===== src/rtl/risc_pkg.sv =====
// Shared definitions for the sequencer: opcodes, branch condition codes,
// PSR flag positions, instruction field positions and the FSM state type.
package risc_pkg;

    localparam logic [3:0] OP_NOP = 4'h0;
    localparam logic [3:0] OP_BRA = 4'h1;
    localparam logic [3:0] OP_LD  = 4'h2;
    localparam logic [3:0] OP_STR = 4'h3;
    localparam logic [3:0] OP_ADD = 4'h4;
    localparam logic [3:0] OP_SUB = 4'h5;
    localparam logic [3:0] OP_AND = 4'h6;
    localparam logic [3:0] OP_OR  = 4'h7;
    localparam logic [3:0] OP_XOR = 4'h8;
    localparam logic [3:0] OP_HLT = 4'h9;
    localparam logic [3:0] OP_SHL = 4'hA;
    localparam logic [3:0] OP_SHR = 4'hB;

    localparam logic [3:0] CC_ALWAYS = 4'd0;
    localparam logic [3:0] CC_CARRY  = 4'd1;
    localparam logic [3:0] CC_EVEN   = 4'd2;
    localparam logic [3:0] CC_PARITY = 4'd3;
    localparam logic [3:0] CC_ZERO   = 4'd4;
    localparam logic [3:0] CC_NEG    = 4'd5;

    localparam int PSR_CARRY  = 0;
    localparam int PSR_EVEN   = 1;
    localparam int PSR_PARITY = 2;
    localparam int PSR_ZERO   = 3;
    localparam int PSR_NEG    = 4;

    localparam int IR_OP_HI      = 31;
    localparam int IR_OP_LO      = 28;
    localparam int IR_CC_HI      = 27;
    localparam int IR_CC_LO      = 24;
    localparam int IR_IMM_BIT    = 27;
    localparam int IR_DSTMEM_BIT = 26;
    localparam int IR_SRC_HI     = 23;
    localparam int IR_SRC_LO     = 12;
    localparam int IR_DST_HI     = 11;
    localparam int IR_DST_LO     = 0;

    typedef enum logic [2:0] {
        S_IDLE,
        S_FETCH,
        S_DECODE,
        S_EXEC,
        S_MEMRD,
        S_WRITE,
        S_MEMWR,
        S_HALT
    } state_t;

    // Opcodes that are handed to the ALU
    function automatic logic isAluOp(input logic [3:0] op);
        return (op inside {OP_ADD, OP_SUB, OP_AND, OP_OR, OP_XOR, OP_SHL, OP_SHR});
    endfunction

endpackage


===== src/rtl/risc_cond_eval.sv =====
// Branch condition evaluator: maps a 4-bit condition code onto the PSR flags.
module risc_cond_eval
    import risc_pkg::*;
(
    input  logic [3:0] ccode,
    input  logic [4:0] psr,
    output logic       take
);

    // Code 0 always branches, 1..5 test a single flag, anything above never branches
    always_comb begin
        take = 1'b0;
        case (ccode)
            CC_ALWAYS: take = 1'b1;
            CC_CARRY:  take = psr[PSR_CARRY];
            CC_EVEN:   take = psr[PSR_EVEN];
            CC_PARITY: take = psr[PSR_PARITY];
            CC_ZERO:   take = psr[PSR_ZERO];
            CC_NEG:    take = psr[PSR_NEG];
            default:   take = 1'b0;
        endcase
    end

endmodule


===== src/rtl/risc_seq_ctrl.sv =====
// Instruction sequencer for a small RISC core. Fetches from memory, decodes
// the opcode and steers the ALU, register-file write strobe and memory port.
// Every output is a flop, set on entry to the state that needs it.
module risc_seq_ctrl
    import risc_pkg::*;
#(
    parameter int WIDTH    = 32,
    parameter int ADDRSIZE = 12
) (
    input  logic                clk,
    input  logic                reset_n,
    input  logic                start,
    output logic                mem_req,
    output logic                mem_we,
    output logic [ADDRSIZE-1:0] mem_addr,
    input  logic                mem_ack,
    input  logic [WIDTH-1:0]    mem_rdata,
    output logic [WIDTH-1:0]    ir,
    output logic [ADDRSIZE-1:0] pc,
    input  logic [4:0]          psr,
    output logic                alu_start,
    input  logic                alu_done,
    output logic                rf_we,
    output logic                halted,
    output logic                illegal
);

    state_t              state_q;
    logic [ADDRSIZE-1:0] pc_q;
    logic [WIDTH-1:0]    ir_q;
    logic                memReq_q;
    logic                memWe_q;
    logic [ADDRSIZE-1:0] memAddr_q;
    logic                aluStart_q;
    logic                rfWe_q;
    logic                halted_q;
    logic                illegal_q;

    logic [ADDRSIZE-1:0] pcInc_d;
    logic [ADDRSIZE-1:0] srcAddr;
    logic [ADDRSIZE-1:0] dstAddr;
    logic [3:0]          opcode;
    logic                take;

    // Field extraction from the instruction register and the sequential next pc
    always_comb begin
        pcInc_d = pc_q + ADDRSIZE'(1);
        srcAddr = ADDRSIZE'(ir_q[IR_SRC_HI:IR_SRC_LO]);
        dstAddr = ADDRSIZE'(ir_q[IR_DST_HI:IR_DST_LO]);
        opcode  = ir_q[IR_OP_HI:IR_OP_LO];
    end

    risc_cond_eval u_cond (
        .ccode (ir_q[IR_CC_HI:IR_CC_LO]),
        .psr   (psr),
        .take  (take)
    );

    // Main sequencer: state, pc, ir and all registered outputs
    always_ff @(posedge clk or negedge reset_n) begin
        if (!reset_n) begin
            state_q    <= S_IDLE;
            pc_q       <= '0;
            ir_q       <= '0;
            memReq_q   <= 1'b0;
            memWe_q    <= 1'b0;
            memAddr_q  <= '0;
            aluStart_q <= 1'b0;
            rfWe_q     <= 1'b0;
            halted_q   <= 1'b0;
            illegal_q  <= 1'b0;
        end else begin
            aluStart_q <= 1'b0;
            rfWe_q     <= 1'b0;
            illegal_q  <= 1'b0;
            case (state_q)
                S_IDLE: begin
                    if (start) begin
                        memReq_q  <= 1'b1;
                        memWe_q   <= 1'b0;
                        memAddr_q <= pc_q;
                        state_q   <= S_FETCH;
                    end
                end
                S_FETCH: begin
                    if (mem_ack) begin
                        ir_q     <= mem_rdata;
                        pc_q     <= pcInc_d;
                        memReq_q <= 1'b0;
                        state_q  <= S_DECODE;
                    end
                end
                S_DECODE: begin
                    case (opcode)
                        OP_NOP: begin
                            memReq_q  <= 1'b1;
                            memWe_q   <= 1'b0;
                            memAddr_q <= pc_q;
                            state_q   <= S_FETCH;
                        end
                        OP_BRA: begin
                            memReq_q <= 1'b1;
                            memWe_q  <= 1'b0;
                            state_q  <= S_FETCH;
                            if (take) begin
                                pc_q      <= dstAddr;
                                memAddr_q <= dstAddr;
                            end else begin
                                memAddr_q <= pc_q;
                            end
                        end
                        OP_LD: begin
                            if (ir_q[IR_IMM_BIT]) begin
                                rfWe_q  <= 1'b1;
                                state_q <= S_WRITE;
                            end else begin
                                memReq_q  <= 1'b1;
                                memWe_q   <= 1'b0;
                                memAddr_q <= srcAddr;
                                state_q   <= S_MEMRD;
                            end
                        end
                        OP_STR: begin
                            memReq_q  <= 1'b1;
                            memWe_q   <= 1'b1;
                            memAddr_q <= dstAddr;
                            state_q   <= S_MEMWR;
                        end
                        OP_HLT: begin
                            halted_q <= 1'b1;
                            state_q  <= S_HALT;
                        end
                        default: begin
                            if (isAluOp(opcode)) begin
                                aluStart_q <= 1'b1;
                                state_q    <= S_EXEC;
                            end else begin
                                illegal_q <= 1'b1;
                                memReq_q  <= 1'b1;
                                memWe_q   <= 1'b0;
                                memAddr_q <= pc_q;
                                state_q   <= S_FETCH;
                            end
                        end
                    endcase
                end
                S_EXEC: begin
                    if (alu_done) begin
                        if (ir_q[IR_DSTMEM_BIT]) begin
                            memReq_q  <= 1'b1;
                            memWe_q   <= 1'b1;
                            memAddr_q <= dstAddr;
                            state_q   <= S_MEMWR;
                        end else begin
                            rfWe_q  <= 1'b1;
                            state_q <= S_WRITE;
                        end
                    end
                end
                S_MEMRD: begin
                    if (mem_ack) begin
                        memReq_q <= 1'b0;
                        rfWe_q   <= 1'b1;
                        state_q  <= S_WRITE;
                    end
                end
                S_WRITE: begin
                    memReq_q  <= 1'b1;
                    memWe_q   <= 1'b0;
                    memAddr_q <= pc_q;
                    state_q   <= S_FETCH;
                end
                S_MEMWR: begin
                    if (mem_ack) begin
                        memReq_q  <= 1'b1;
                        memWe_q   <= 1'b0;
                        memAddr_q <= pc_q;
                        state_q   <= S_FETCH;
                    end
                end
                S_HALT: begin
                    halted_q <= 1'b1;
                    memReq_q <= 1'b0;
                    memWe_q  <= 1'b0;
                end
                default: begin
                    state_q <= S_IDLE;
                end
            endcase
        end
    end

    // Outputs come straight from flops
    always_comb begin
        mem_req   = memReq_q;
        mem_we    = memWe_q;
        mem_addr  = memAddr_q;
        ir        = ir_q;
        pc        = pc_q;
        alu_start = aluStart_q;
        rf_we     = rfWe_q;
        halted    = halted_q;
        illegal   = illegal_q;
    end

endmodule


===== config.mk =====
export PLATFORM = sky130hd
export DESIGN_NAME = risc_seq_ctrl
export DESIGN_NICKNAME = d
export VERILOG_FILES = /design/src/rtl/risc_pkg.sv /design/src/rtl/risc_cond_eval.sv /design/src/rtl/risc_seq_ctrl.sv
export SDC_FILE = /design/constraint.sdc
export NUM_CORES = 1
export LEC_CHECK = 0
export ABC_AREA = 1
export CAP_MARGIN = 15
export CORE_ASPECT_RATIO = 1.5
export CORE_UTILIZATION = 60
export CTS_CLUSTER_DIAMETER = 150
export CTS_CLUSTER_SIZE = 8
export DETAILED_ROUTE_END_ITERATION = 6
export DONT_BUFFER_PORTS = 1
export GPL_TIMING_DRIVEN = 0
export MAX_ROUTING_LAYER = met4
export PLACE_DENSITY = 0.76
export SLEW_MARGIN = 0
export SYNTH_ARGS = -nofsm -noshare
export SYNTH_HDL_FRONTEND = slang
export SYNTH_HIERARCHICAL = 1
export SYNTH_SLANG_ARGS = --single-unit

===== constraint.sdc =====
create_clock -name clk -period 2 [get_ports clk]
set_input_delay 0.1 -clock clk [delete_from_list [all_inputs] [get_ports clk]]
set_output_delay 0.1 -clock clk [all_outputs]
set_load 0.005 [all_outputs]

==> summary.txt <==
GRT
  • Initial antenna violation count: 0
  • Largest net degree at the start of global routing: 66
  • Grt ovf: 0
  • First-pass GRT wire length: 18500 um
  • GRT Total Usage: 0.382
  • Number of global-route vias before repair: 3996

Timing
  • Final setup vio count: 0
  • Worst-Margin Slew: 510 ps
  • Post-route minimum period: 1910 ps
  • Clock skew: 11.0 ps
  • RSZ-0062 raised after global routing: true
  • Max_slew headroom: 0.660
  • Max Slew Vio Count: 0
  • Final period util: 0.954
  • F_max: 524 MHz
  • Setup TNS: 0 ps
  • Final Hold Vio Count: 0
  • Setup WS post-layout: 91.9 ps

CTS
  • CTS Sinks: 65
  • Root Driver: clkbuf_8
  • H-tree depth: 3
  • # Post-CTS Setup Buffers: 0
  • Worst-path clk slew: 70 ps
  • CTS tree: done
  • CTS buffer count: 9
  • Clock Latency Late Sink: 350 ps
  • Maximum clock path buffer count: 2

Cells and area
  • Diodes inserted: 0
  • Post-route cell area: 4540 um2
  • Commonest non-fill, non-tap cells in the layout: nand2_1, dfrtp_1, nand3_1, dlygate4sd3_1, o21ai_0
  • Fin util: 0.740
  • Most common cell after layout, fill and taps aside: nand2_1
  • Nets@finish: 641
  • Share of cells above drive strength 1: 0.103
  • Area Overhead vs Synth: 19.6%

Route
  • Drt first-iter violations: 414
  • DRT Pass-1 Iters: 6
  • Via count: 3974
  • Via/cell ratio: 5.87
  • Wire per inst: 17.1 um
  • Routed Antenna Nets: 0
  • Residual DRC count: 0
  • Total wire length: 11600 um

Power and ir drop
  • P_leak: 2.23 nW
  • Pwr/cell area: 665 nW/um2
  • Total power draw: 3.02 mW
  • VDD IR max: 0.000535 V

Setup path
  • CP top delay family: simple AND/OR/NAND/NOR gates
  • Bufs and invs on worst path: 2
  • CP Max Fanout: 10
  • Critical-path top delay cell: dfrtp_1
  • Critical path cell sequence: nor2_2 -> nand3_1 -> nand2_1 -> nand2_1 -> nand3_2 -> inv_2 -> buf_6 -> nand2_1 -> nand2_1
  • Critical path launch point type: flip-flop
  • Crit-path most repeated cell: nand2_1
  • Nature of the critical path endpoint: flip-flop
  • Required time of the critical path: 2220 ps
  • CP arrival: 2130 ps
  • WS Path Type: reg -> reg
  • Worst path max stage delay: 470 ps

Synth
  • Synth Instances: 551
  • Post-synth ARST share: 1.00
  • Synthesized cell area: 3790 um2
  • Avg Synthesized Cell Area: 6.89 um2
  • Net Count, Synth: 594
  • Post-synth EDFFs: 0
  • Yosys reg bits: 65
  • Yosys warnings: 6
  • Yosys cell types: 29
  • Seq/Total Area, Yosys: 0.429
  • Post-synth top flop: dfrtp_1

Placed design
  • Placed Area: 3890 um2
  • Final HPWL DP: 8040 um
  • Worst slack at placement: -221 ps
  • Port-buffer cells: 0
  • RePlAce Congestion: 0.987

Die
  • I/O pins: 104
  • Initial Utilization: 0.619
  • Row count: 35
  • Die X-Extent: 66.9 um
  • Die area: 6650 um2
  • Die Y: 99.4 um
  • Core area: 6130 um2

Run status
  • Outcome: finished, final reports clean

Hold path
  • Worst Hold Class: in -> reg

Flow run
  • Max_cap viols: 0
## flip-flops by register name (all words and copies together), names as in the netlist
register and flops:
pc 12, ir 32, mem_addr 12, rf_we 1
mem_req 1, state_q 3, illegal 1, mem_we 1
halted 1, alu_start 1
## cell type report
class	instances	area, um2
inverters	37	139
multi-input cells	425	1920
fillers	474	1590
flip-flops and latches	65	1630
clock inverters	7	119
well taps	74	92.6
plain buffers	24	141
clock buffers	9	124
repair buffers	36	378
## power breakdown
group / leakage, nW / switching, mW / internal (mW)
clock network: 0.115 / 0.537 / 0.827
registers: 0.830 / 0.0607 / 1.35
logic: 1.28 / 0.143 / 0.103
total: 2.23 / 0.741 / 2.28
## synthesized netlist by cell type, types with 6 or more instances
library cell / instances / area, um2
dfrtp_1: 65 / 1630
o21ai_0: 32 / 160
clkbuf_1: 6 / 22.5
nand4_1: 18 / 113
buf_2: 14 / 70.1
a21oi_1: 20 / 100
inv_1: 29 / 109
nand2_1: 245 / 920
inv_2: 8 / 30.0
nand3_1: 51 / 255
nor2_1: 27 / 101
## cells by family after synthesis
| kind of cell | count (synthesis) | synth area share |
|---|---|---|
| AOI/OAI and AO/OA | 64 | 0.0894 |
| xor gates and xnor gates | 3 | 0.00693 |
| buffers and inverters | 61 | 0.0699 |
| and+or+nand+nor | 357 | 0.402 |
| adders and majority gates | 1 | 0.00330 |
| DFF | 65 | 0.429 |
## worst register-to-register path, stage by stage, from the launching register on
cell	delay, ps
dfrtp_1	470
nor2_2	370
nand3_1	210
nand2_1	100
nand2_1	120
nand3_2	190
inv_2	70
buf_6	140
nand2_1	70
nand2_1	60
## per-layer routing
layer | wire length (um) | vias to the layer above | share of wire | GRT usage
li1 | - | 1867 | - | -
met1 | 4290 | 1858 | 0.37 | 0.414
met2 | 5940 | 202 | 0.51 | 0.636
met3 | 883 | 47 | 0.076 | 0.0883
met4 | 473 | 0 | 0.041 | 0.196
met5 | 0 | - | 0 | -
## through the flow
step | hold slack (ps) | std cells
floorplan | -196 | 551
global placement | -195 | 625
detailed placement | -194 | 625
CTS | 132 | 677
global route | 155 | 677
finish | 144 | 677
## worst paths after layout
kind | end | cells after the start | start | slack [ps]
worst max-delay path | mem_addr[5] | 9 | ir[30] | 90
worst min-delay path | ir[30] | 3 | mem_ack | 140
worst max register to register | mem_addr[5] | 9 | ir[30] | 90
worst min register to register | mem_addr[7] | 2 | mem_addr[7] | 510
max in group asynchronous | ir[26] | 2 | reset_n | 1400
min in group asynchronous | mem_addr[10] | 2 | reset_n | 300
## repair_timing
item                       in CTS  in global routing
pin swaps                       0                  0
setup endpoints to repair      22                 17
resized for setup               3                 14
hold buffers                   36                  0
hold endpoints to repair       98                  0
No activity file was read; power rests on OpenSTA's default activity.
